[config.mk]
export PLATFORM = sky130hd
export DESIGN_NAME = fifo_serial_tx
export DESIGN_NICKNAME = d
export VERILOG_FILES = /design/src/rtl/fifo_serial_tx.sv
export SDC_FILE = /design/constraint.sdc
export NUM_CORES = 1
export LEC_CHECK = 0
export CORE_ASPECT_RATIO = 0.8
export CORE_UTILIZATION = 40
export CTS_CLUSTER_SIZE = 10
export DETAILED_ROUTE_END_ITERATION = 10
export SLEW_MARGIN = 20
export SYNTH_ARGS = -nofsm -noshare
export SYNTH_HDL_FRONTEND = slang
export SYNTH_SLANG_ARGS = --single-unit
[constraint.sdc]
create_clock -name clock -period 2.4 [get_ports clock]
set_clock_uncertainty 0.1 [all_clocks]
set_input_delay 0.24 -clock clock [delete_from_list [all_inputs] [get_ports clock]]
set_output_delay 0.24 -clock clock [all_outputs]
set_load 0.01 [all_outputs]
[src/rtl/fifo_serial_tx.sv]
// fifo_serial_tx
//   Pops 9-bit words from an upstream FIFO and sends each one as a serial
//   frame: start bit (0), 9 data bits LSB first, optional even-parity bit,
//   stop bit (1). The line idles high.
//
// Ports
//   clock  sole clock, rising edge
//   reset  asynchronous, active-low
//   pin    upstream FIFO not-empty (din valid)
//   din    word at the upstream FIFO read pointer
//   sin    stall to upstream FIFO; 0 = pop one word at this edge
//   txd    serial line (registered)
//   busy   frame in progress (registered)
//   TM     scan test mode; freezes the transmitter and shifts the data register
//   SI     scan serial in
//   SO     scan serial out (data register bit 8)
//
// State   | meaning
// IDLE    | line high, waiting for a word; only state that pops
// START   | sending start bit
// DATA    | sending 9 data bits, LSB first
// PARITY  | sending even parity of the loaded word
// STOP    | sending stop bit
module fifo_serial_tx #(
  parameter int unsigned CLKS_PER_BIT = 4,
  parameter int unsigned PARITY_EN    = 1
) (
  input  logic       clock,
  input  logic       reset,
  input  logic       pin,
  input  logic [8:0] din,
  output logic       sin,
  output logic       txd,
  output logic       busy,
  input  logic       TM,
  input  logic       SI,
  output logic       SO
);

  localparam int unsigned   CW       = (CLKS_PER_BIT > 1) ? $clog2(CLKS_PER_BIT) : 1;
  localparam logic [CW-1:0] CYC_LAST = CW'(CLKS_PER_BIT - 1);
  localparam logic [CW-1:0] CYC_ONE  = CW'(1);
  localparam logic [3:0]    IDX_LAST = 4'd8;

  typedef enum logic [2:0] {IDLE, START, DATA, PARITY, STOP} state_t;

  state_t        state_q, state_d;
  logic [CW-1:0] cyc_q, cyc_d;
  logic [3:0]    idx_q, idx_d;
  logic [8:0]    sh_q, sh_d;
  logic          par_q, par_d;
  logic          txd_q, txd_d;
  logic          busy_q, busy_d;
  logic          pop;
  logic          bit_end;

  // Reset is folded in so that no pop can be requested while held in reset.
  assign sin     = ~(reset & (state_q == IDLE) & pin & ~TM);
  assign pop     = ~sin;
  assign bit_end = (cyc_q == CYC_LAST);
  assign txd     = txd_q;
  assign busy    = busy_q;
  assign SO      = sh_q[8];

  always_ff @(posedge clock or negedge reset) begin
    if (!reset) begin
      state_q <= IDLE;
      cyc_q   <= '0;
      idx_q   <= '0;
      sh_q    <= '0;
      par_q   <= 1'b0;
      txd_q   <= 1'b1;
      busy_q  <= 1'b0;
    end else begin
      state_q <= state_d;
      cyc_q   <= cyc_d;
      idx_q   <= idx_d;
      sh_q    <= sh_d;
      par_q   <= par_d;
      txd_q   <= txd_d;
      busy_q  <= busy_d;
    end
  end

  // txd only changes at bit boundaries, so a scan pulse in the middle of a
  // bit keeps the bit on the line intact; later bits come from whatever the
  // shift register holds after the scan.
  always_comb begin
    state_d = state_q;
    cyc_d   = cyc_q;
    idx_d   = idx_q;
    sh_d    = sh_q;
    par_d   = par_q;
    txd_d   = txd_q;
    busy_d  = busy_q;
    if (TM) begin
      sh_d = {sh_q[7:0], SI};
    end else begin
      case (state_q)
        IDLE: begin
          if (pop) begin
            sh_d    = din;
            par_d   = ^din;
            cyc_d   = '0;
            idx_d   = '0;
            txd_d   = 1'b0;
            busy_d  = 1'b1;
            state_d = START;
          end
        end
        START: begin
          if (bit_end) begin
            cyc_d   = '0;
            txd_d   = sh_q[0];
            state_d = DATA;
          end else begin
            cyc_d = cyc_q + CYC_ONE;
          end
        end
        DATA: begin
          if (bit_end) begin
            cyc_d = '0;
            sh_d  = {1'b0, sh_q[8:1]};
            if (idx_q == IDX_LAST) begin
              idx_d = '0;
              if (PARITY_EN != 0) begin
                txd_d   = par_q;
                state_d = PARITY;
              end else begin
                txd_d   = 1'b1;
                state_d = STOP;
              end
            end else begin
              idx_d = idx_q + 4'd1;
              txd_d = sh_q[1];
            end
          end else begin
            cyc_d = cyc_q + CYC_ONE;
          end
        end
        PARITY: begin
          if (bit_end) begin
            cyc_d   = '0;
            txd_d   = 1'b1;
            state_d = STOP;
          end else begin
            cyc_d = cyc_q + CYC_ONE;
          end
        end
        STOP: begin
          if (bit_end) begin
            cyc_d   = '0;
            txd_d   = 1'b1;
            busy_d  = 1'b0;
            state_d = IDLE;
          end else begin
            cyc_d = cyc_q + CYC_ONE;
          end
        end
        default: begin
          state_d = IDLE;
          txd_d   = 1'b1;
          busy_d  = 1'b0;
        end
      endcase
    end
  end

endmodule

After elaboration in Yosys (flattened, before gate mapping)

Cells that the tools add are included.

Register bits after elaboration: 21
Latch bits: 0
Bits in writable memories: 0
Bits in read-only memories: 0
Input bits: 14
Memories kept: 0

Add/sub/neg operators: 2
$mul: 0
Div/mod/pow operators: 0
Order comparisons: 0
Equal/unequal tests: 15
Shifts and indexed selects: 0
Mux-type cells: 27
Bitwise gates (word level): 6
Reductions and logical operators: 15

Operators with widths:

| cell                  | count |
|---|---|
| $mux W9               | 3 |
| $mux W3               | 6 |
| $pmux W9 S2           | 1 |
| $pmux W3 S5           | 1 |
| $mux W4               | 3 |
| $ne A2 B2 Y1 const B  | 6 |
| $reduce_and A3 Y1     | 3 |
| $reduce_xor A9 Y1     | 1 |
| $pmux W4 S2           | 1 |
| $reduce_and A4 Y1     | 2 |
| $mux W1               | 7 |
| $reduce_and A7 Y1     | 1 |
| $eq A3 B2 Y1 const B  | 2 |
| $ne A3 B3 Y1 const B  | 2 |
| $reduce_and A5 Y1     | 1 |
| $add A4 B1 Y4 const B | 1 |
| $eq A4 B4 Y1 const B  | 1 |
| $mux W2               | 2 |
| $pmux W1 S4           | 1 |
| $pmux W2 S2           | 1 |
| $reduce_bool A2 Y1    | 2 |
| $reduce_or A4 Y1      | 1 |
| $and A1 B1 Y1         | 3 |
| $eq A3 B1 Y1 const B  | 1 |
| 10 further kinds      | 12 |

Depth between registers and ports, before layout

Gate-level depths: netlist (run 1).

Depth after elaboration: 7
Mapped depth: 6

Worst setup path after synthesis (run 1)

Ideal clock, no wire load.

Kind: flip-flop to flip-flop
From: register cyc_q[0]
To: register sh_q[8]
Setup time: 0.125 ns
Data arrival time: 1.537 ns
Data required time: 2.175 ns
Path slack: 0.639 ns
Cell stages (with the launch flop): 7
Period minus slack after synthesis: 1.761 ns
Cell sequence: dfrtp_1 -> ha_1 -> nand2_1 -> buf_2 -> a21boi_2 -> o21ai_0 -> mux2_2

Cells in the longest elaborated chain, start to end: 3

Ends and longest elaborated chain:

| item                        | line | source |
|---|---|---|
| start, declared             | 48   | `logic [CW-1:0] cyc_q, cyc_d;` |
| start signal, assigned      | 76   | `cyc_q <= cyc_d;` |
| $eq A2 B2 Y1                | 60   | `assign bit_end = (cyc_q == CYC_LAST);` |
| $ne A3 B3 Y1 (no line)      | --   |  |
| $reduce_and A3 Y1 (no line) | --   |  |
| end signal, assigned        | 70   | `sh_q <= '0;` |
| end signal, assigned        | 78   | `sh_q <= sh_d;` |
| end, declared               | 50   | `logic [8:0] sh_q, sh_d;` |

No other way between the ends.
A chain may end at the register's enable or synchronous reset.

Worst setup path after layout (run 1)

From: register state_q[2]
To: output port sin

Cells in the longest elaborated chain, start to end: 5

Ends and longest elaborated chain:

| item                        | line | source |
|---|---|---|
| start, declared             | 47   | `state_t state_q, state_d;` |
| start signal, assigned      | 75   | `state_q <= state_d;` |
| $logic_not A3 Y1            | 58   | `assign sin = ~(reset & (state_q == IDLE) & pin & ~TM);` |
| $and A1 B1 Y1 (3 in series) | 58   |  |
| $not A1 Y1                  | 58   |  |
| end, declared               | 32   | `output logic sin,` |

No other way between the ends.

==> results of run 1 <==
-- logic make-up (layout without fill, tap and decap cells) --
kind of cell | Yosys count | count (layout) | share of synthesized area [%]
adders and majority gates | 3 | 3 | 2.74
DFF | 21 | 21 | 38.4
AOI/OAI and AO/OA | 52 | 52 | 24.9
muxes | 6 | 6 | 4.93
and+or+nand+nor | 46 | 46 | 17.2
xor gates and xnor gates | 7 | 7 | 5.47
buffers and inverters | 22 | 43 | 6.30
-- worst max-delay path, stage by stage, from the launching register on --
cell and delay (ps):
dfrtp_1 380, or3_4 400, or3_4 400, clkdlybuf4s50_1 490
-- worst min-delay path by stage --
stage / startpoint / endpoint / slack (ps) / cells after the start
final: reset / state_q[1] / 310 / 2
after global routing: reset / state_q[1] / 310 / 2
after CTS: reset / state_q[1] / 300 / 2
after detailed placement: cyc_q[1] / cyc_q[1] / 410 / 2
after global placement: cyc_q[1] / cyc_q[1] / 390 / 2
after floorplan: reset / busy / -160 / 0
-- final cells by class --
cell class | instances | share of cell area [%]
Multi-Input combinational cell | 114 | 45.5
Inverter | 13 | 2.93
Clock buffer | 4 | 2.70
Sequential cell | 21 | 31.6
Timing Repair Buffer | 26 | 14.3
Tap cell | 40 | 3.00
-- registers in the layout (all words and copies together), names as in the netlist --
signal,count
busy,1
state_q,3
idx_q,4
txd,1
cyc_q,2
sh_q,9
par_q,1
-- report_power, final --
group | switching, mW | internal (mW) | leakage (nW)
Sequential | 0.119 | 0.512 | 0.261
Combinational | 0.470 | 0.437 | 0.437
Clock | 0.114 | 0.118 | 0.0228
Total | 0.702 | 1.07 | 0.721
-- cells in the final DEF (no fill, tap or decap), drive strengths merged, types with 4 or more instances in the layout --
cell,instances
dfrtp,20
clkbuf,4
nand2,18
o21ai,25
clkdlybuf4s50,17
xnor2,5
nor2,8
o22ai,8
buf,9
inv,13
o21a,7
-- metrics by stage --
step	hold slack (ps)	instances	total power [mW]	setup slack, ps	cell area (um2)
floorplan	-156	157	1.25	639	1370
global placement	392	214	1.52	324	1620
detailed placement	412	214	1.54	290	1620
CTS	300	218	1.78	127	1670
global route	314	218	1.93	88.2	1670
finish	308	218	1.77	138	1670
-- per-layer routing --
metal,vias to the layer above,routed length [um]
met3,2,103
met4,0,14
met5,-,0
li1,598,-
met1,579,1660
met2,29,1310
==> flow_metrics.env, run 1 <==
export IMPL_timing_rr_start="state_q[1]"
export IMPL_cts_buffer_depth=2
export IMPL_cts_resized=0
export IMPL_die_h_um=54.4
export IMPL_drv_slew=0
export IMPL_worstMarginPinSlew_ps=412
export IMPL_place_port_buffers=17
export IMPL_relSlewSlack_pct=72.5
export IMPL_yosysWarningCount=0
export IMPL_cts_hold_buffers_added=0
export IMPL_ys_async_sr_fraction_pct=100
export IMPL_vias=1208
export IMPL_status="completed"
export IMPL_hold_viol=0
export IMPL_synth_most_common_cell="o21ai_0"
export IMPL_r2r_cells=5
export IMPL_first_pass_iters=4
export IMPL_max_freq_ghz=0.442
export IMPL_clock_sinks=21
export IMPL_grt_pass1_wl_um=5250
export IMPL_synth_seq_cells=21
export IMPL_dieArea_um2=3670
export IMPL_io_pins=18
export IMPL_synth_cell_type_count=38
export IMPL_grt_use_total_pct=19.6
export IMPL_cts_root_buf="clkbuf_8"
export IMPL_ys_dominant_reg_cell="dfrtp_1"
export IMPL_gr_usage_met1_pct=28.5
export IMPL_drc=0
export IMPL_cts_made_buffers=3
export IMPL_syn_num_nets=174
export IMPL_grt_use_met3_pct=5.00
export IMPL_powerDensity_nw_per_um2=1060
export IMPL_crit_type="reg2out"
export IMPL_dpl_hpwl_um=2250
export IMPL_setup_viol=0
export IMPL_clk_latency_ps=260
export IMPL_coreArea_um2=3180
export IMPL_grt_max_degree=27
export IMPL_ff_latch_area_um2=527
export IMPL_routed_wl_um=3080
export IMPL_worstSetupEndpointType="output port"
export IMPL_netlist_instances=157
export IMPL_ff2ff_setup_slack_ps=370
export IMPL_synth_top_area_share_pct=36.5
export IMPL_ant_nets=0
export IMPL_maxCapViolCount=0
export IMPL_final_util_pct=52.5
export IMPL_synth_top_cells_by_count="25 x o21ai_0, 20 x dfrtp_1, 18 x nand2_1, 13 x inv_1"
export IMPL_synth_area_leaders="dfrtp_1 36%, o21ai_0 9.1%, nand2_1 4.9%"
export IMPL_rsz0062_at_grt="false"
export IMPL_viasPerCell=5.54
export IMPL_cp_required_ps=2060
export IMPL_critPathCapture="sin"
export IMPL_die_w_um=67.5
export IMPL_crit_arrival_ps=1920
export IMPL_cts_setup_buffers=0
export IMPL_antenna_cells=0
export IMPL_syn_to_final_growth_pct=21.5
export IMPL_period_share_pct=94.2
export IMPL_antenna_found_initial=0
export IMPL_nets=196
export IMPL_synth_edff_count=0
export IMPL_routedWlPerCell_um=14.1
export IMPL_fillers=286
export IMPL_yosysTopAreaCell="dfrtp_1"
export IMPL_critical_path_startpoint="state_q[2]"
export IMPL_ir_drop_v=0.000504
export IMPL_setup_tns_ps=0
export IMPL_gp_congestion=0.873
export IMPL_r2r_end="idx_q[3]"
export IMPL_grt_overflow_total=0
export IMPL_min_path_type="in2async"
export IMPL_top_usage_layer="met2"
export IMPL_leakage_nw=0.721
export IMPL_rows=18
export IMPL_start_kind="flop"
export IMPL_initial_core_util_pct=43.2
export IMPL_multi_input_area_um2=758
export IMPL_met2_usage_pct=28.9
export IMPL_drtIter0Drc=33
export IMPL_clk_pin_slew_ps=80
export IMPL_crit_fanout=3
export IMPL_synth_seq_area_share_pct=38.4
export IMPL_postSynthAreaPerCell_um2=8.73
export IMPL_drive_gt1_share_pct=12.9
export IMPL_period_needed_ps=2260
export IMPL_synth_area_um2=1370
export IMPL_grt_pass1_vias=1163
export IMPL_htree_levels=1
export IMPL_cts_tree="done"
No activity file was read; power rests on OpenSTA's default activity.
==> inputs of run 2 (changes only) <==
Settings changed: CTS_CLUSTER_DIAMETER set to 60, SETUP_SLACK_MARGIN set to 0.15.
==> flow_metrics.env, run 2 (synthesized netlist as in run 1, its figures left out) <==
export IMPL_final_cell_mix="25 x o21ai_0, 20 x dfrtp_1, 18 x nand2_1, 16 x clkdlybuf4s50_1, 13 x inv_1"
export IMPL_cts_root_buf="clkbuf_8"
export IMPL_place_port_buffers=17
export IMPL_period_needed_ps=2070
export IMPL_drtIter0Drc=33
export IMPL_gp_congestion=0.873
export IMPL_cts_made_buffers=3
export IMPL_clk_latency_ps=260
export IMPL_grt_max_degree=27
export IMPL_clock_sinks=21
export IMPL_crit_buf_inv=1
export IMPL_cts_setup_buffers=0
export IMPL_min_path_type="in2async"
export IMPL_hold_viol=0
export IMPL_initial_core_util_pct=43.2
export IMPL_viasPerCell=5.54
export IMPL_grt_overflow_total=0
export IMPL_p_total_mw=1.77
export IMPL_critical_path_max_stage_delay_ps=400
export IMPL_dieArea_um2=3670
export IMPL_drc=0
export IMPL_cts_tree="done"
export IMPL_relSlewSlack_pct=72.5
export IMPL_powerDensity_nw_per_um2=1060
export IMPL_path_common_cell="or3_4"
export IMPL_largest_register="sh_q"
export IMPL_status="completed"
export IMPL_htree_levels=1
export IMPL_antenna_found_initial=0
export IMPL_routed_wl_um=3080
export IMPL_first_pass_iters=4
export IMPL_start_kind="flop"
export IMPL_crit_arrival_ps=1730
export IMPL_io_pins=18
export IMPL_place_area_um2=1620
export IMPL_max_freq_ghz=0.484
export IMPL_syn_to_final_growth_pct=21.4
export IMPL_rsz0062_at_grt="false"
export IMPL_worstSetupEndpointType="output port"
export IMPL_crit_chain="or3_4 -> or3_4 -> dlygate4sd2_1"
export IMPL_worstMarginPinSlew_ps=412
export IMPL_critPathTopFamily="simple AND/OR/NAND/NOR gates"
export IMPL_rows=18
export IMPL_top_usage_layer="met2"
export IMPL_maxCapViolCount=0
export IMPL_grt_use_met3_pct=5.00
export IMPL_clk_pin_slew_ps=80
export IMPL_postLayoutCellArea_um2=1670
export IMPL_largest_reg_flops=9
export IMPL_period_share_pct=86.1
export IMPL_nets=196
export IMPL_grt_use_total_pct=19.6
export IMPL_gr_usage_met1_pct=28.5
export IMPL_met2_usage_pct=28.9
export IMPL_grt_pass1_wl_um=5250
export IMPL_cpMaxStageDelayCell="or3_4"
export IMPL_final_common_cell="o21ai_0"
export IMPL_routedWlPerCell_um=14.1
export IMPL_final_util_pct=52.4
export IMPL_cts_buffer_depth=2
export IMPL_coreArea_um2=3180
export IMPL_leakage_nw=0.719
export IMPL_grt_pass1_vias=1163
export IMPL_die_w_um=67.5
export IMPL_drive_gt1_share_pct=12.9
export IMPL_ant_nets=0
export IMPL_vias=1208
export IMPL_dpl_hpwl_um=2250
export IMPL_whs_ps=308
export IMPL_setup_viol=0
export IMPL_cp_required_ps=2060
export IMPL_crit_type="reg2out"
export IMPL_setup_tns_ps=0
export IMPL_antenna_cells=0
export IMPL_top_regs="sh_q x9, idx_q x4, state_q x3"
export IMPL_crit_fanout=3
export IMPL_ir_drop_v=0.000504
export IMPL_die_h_um=54.4
export IMPL_drv_slew=0
-- run 2: final timing paths --
kind	startpoint	endpoint	slack [ps]	depth (start not counted)
max	state_q[2]	sin	330	3
min	reset	state_q[1]	310	2
max reg2reg	state_q[1]	idx_q[3]	370	5
min reg2reg	sh_q[3]	sh_q[4]	420	2
max in group asynchronous	reset	txd	1670	2
min in group clock	sh_q[3]	sh_q[4]	420	2
-- run 2: power by group --
group / switching [mW] / leakage, nW / total, mW / internal [mW]
clock network: 0.114 / 0.0228 / 0.232 / 0.118
logic: 0.470 / 0.435 / 0.906 / 0.436
registers: 0.119 / 0.261 / 0.631 / 0.512
-- run 2: what timing repair did --
action                                 CTS  global route
setup endpoints to repair                1             0
endpoints found under the hold margin    0             0
hold buffers                             0             0
gates resized for setup                  1             0
-- run 2: final cells by class --
cell class,instances,area (um2)
Clock buffer,4,45.0
Sequential cell,21,527
Tap cell,40,50.0
Inverter,13,48.8
Timing Repair Buffer,26,236
Fill cell,284,1510
Multi-Input combinational cell,114,758
-- run 2: worst register-to-register path, delay by kind of cell, from the launching register on --
family | cells | cell delay (ps)
AOI/OAI and AO/OA | 3 | 830
buffers and inverters | 1 | 200
DFF | 1 | 390
and+or+nand+nor | 1 | 380
-- run 2: metrics by stage --
stage	setup WS, ps	instances
6_report	333	218
2_1_floorplan	639	157
3_3_place_gp	324	214
3_5_place_dp	290	214
5_1_grt	254	218
4_1_cts	322	218
-- run 2: metal layers --
layer	wire, um	part of all wire [%]	up-vias
met3	103	3.3	2
li1	-	-	598
met2	1310	42	29
met4	14	0.45	0
met1	1660	54	579
met5	0	0	-
==> inputs of run 3 (changes only) <==
Settings changed: CORE_UTILIZATION 40 to 32.
==> flow_metrics.env, run 3 (synthesized netlist as in run 1, its figures left out) <==
export IMPL_top_regs="sh_q x9, idx_q x4, state_q x3"
export IMPL_vias=1189
export IMPL_seq_power_share_pct=35.6
export IMPL_drtIter0Drc=81
export IMPL_dpl_hpwl_um=2410
export IMPL_cts_root_buf="clkbuf_8"
export IMPL_top_layer="met4"
export IMPL_cts_setup_buffers=0
export IMPL_final_cell_mix="25 x o21ai_0, 20 x dfrtp_1, 18 x nand2_1, 16 x clkdlybuf4s50_1, 13 x inv_1"
export IMPL_place_area_um2=1650
export IMPL_p_sw_share_pct=39.6
export IMPL_crit_arrival_ps=1730
export IMPL_met3_length_um=126
export IMPL_first_pass_iters=4
export IMPL_whs_ps=265
export IMPL_drv_slew=0
export IMPL_period_share_pct=86.1
export IMPL_ir_drop_v=0.000343
export IMPL_drive_gt1_share_pct=13.4
export IMPL_setup_tns_ps=0
export IMPL_antenna_found_initial=0
export IMPL_grt_use_total_pct=15.8
export IMPL_final_common_cell="o21ai_0"
export IMPL_crit_type="reg2out"
export IMPL_largest_register="sh_q"
export IMPL_status="completed"
export IMPL_r2r_cells=5
export IMPL_r2r_end="idx_q[0]"
export IMPL_cp_required_ps=2060
export IMPL_crit_fanout=3
export IMPL_clk_latency_ps=260
export IMPL_cts_tree="done"
export IMPL_viasPerCell=5.08
export IMPL_max_freq_ghz=0.484
export IMPL_io_pins=18
export IMPL_relSlewSlack_pct=74.4
export IMPL_clk_pin_slew_ps=80
export IMPL_hold_viol=0
export IMPL_gp_congestion=0.750
export IMPL_die_h_um=60.6
export IMPL_grt_max_degree=27
export IMPL_htree_levels=1
export IMPL_place_port_buffers=17
export IMPL_grt_overflow_total=0
export IMPL_start_kind="flop"
export IMPL_drc=0
export IMPL_dp_slack_ps=258
export IMPL_p_sw_mw=0.701
export IMPL_leakage_nw=0.723
export IMPL_wl_met1_um=1470
export IMPL_powerDensity_nw_per_um2=1050
export IMPL_routedWlPerCell_um=13.2
export IMPL_ant_nets=0
export IMPL_setup_viol=0
export IMPL_maxCapViolCount=0
export IMPL_period_needed_ps=2070
export IMPL_timing_rr_start="cyc_q[0]"
export IMPL_clkPwrFrac_pct=13.0
export IMPL_rsz0062_at_grt="false"
export IMPL_p_int_mw=1.07
export IMPL_clock_sinks=21
export IMPL_met2WireLength_um=1460
export IMPL_largest_reg_flops=9
export IMPL_worstSetupEndpointType="output port"
export IMPL_fin_ws_ps=333
export IMPL_postLayoutCellArea_um2=1690
export IMPL_final_util_pct=42.8
export IMPL_initial_core_util_pct=34.7
export IMPL_syn_to_final_growth_pct=23.4
export IMPL_worstMarginPinSlew_ps=383
export IMPL_coreArea_um2=3950
export IMPL_ff2ff_setup_slack_ps=490
export IMPL_routed_wl_um=3090
export IMPL_cts_made_buffers=3
export IMPL_pwr_share_comb_pct=51.4
export IMPL_dieArea_um2=4550
export IMPL_antenna_cells=0
export IMPL_die_w_um=75.2
export IMPL_cts_buffer_depth=2
export IMPL_rows=20
export IMPL_grt_pass1_wl_um=5340
export IMPL_fillers=424
export IMPL_cts_hold_buffers_added=0
export IMPL_grt_pass1_vias=1231
export IMPL_nets=197
export IMPL_min_path_type="in2async"
[run 3: worst max-delay path by stage]
stage / from / depth (start not counted) / slack (ps) / end
6_report: state_q[2] / 3 / 330 / sin
5_1_grt: state_q[2] / 3 / 280 / sin
4_1_cts: state_q[2] / 3 / 320 / sin
3_5_place_dp: reset / 6 / 260 / idx_q[3]
3_3_place_gp: reset / 6 / 340 / idx_q[3]
2_1_floorplan: cyc_q[0] / 6 / 640 / sh_q[8]
[run 3: worst max-delay path: stages (launching register included)]
cell and delay (ps):
dfrtp_1 380, or3_4 400, or3_4 390, dlygate4sd2_1 290
[run 3: per-layer routing]
metal / up-vias / track usage, %
li1: 594 / -
met1: 560 / 19.4
met2: 31 / 27.9
met3: 4 / 3.16
met4: 0 / 5.03
met5: - / 0
[run 3: repair_timing]
action                                 4_1_cts  5_1_grt
setup endpoints to repair                    1        0
gates resized for setup                      1        0
endpoints found under the hold margin        0        0
[run 3: area by class of cell]
type	instances	area, um2	area share (%)
Clock buffer	4	45.0	2.66
Inverter	13	48.8	2.88
Multi-Input combinational cell	114	758	44.8
Sequential cell	21	527	31.1
Tap cell	55	68.8	4.07
Timing Repair Buffer	27	244	14.4
[run 3: power by group through the flow]
stage          registers [mW]  logic [mW]  clock network [mW]
2_1_floorplan           0.618       0.632                   0
3_3_place_gp            0.632       0.882                   0
3_5_place_dp            0.637       0.910                   0
4_1_cts                 0.631       0.914               0.239
5_1_grt                 0.654        1.04               0.253
6_report                0.631       0.911               0.231
[run 3: stage by stage]
step	total power, mW	instances
4_1_cts	1.78	234
5_1_grt	1.94	234
3_3_place_gp	1.51	230
2_1_floorplan	1.25	157
3_5_place_dp	1.55	230
6_report	1.77	234
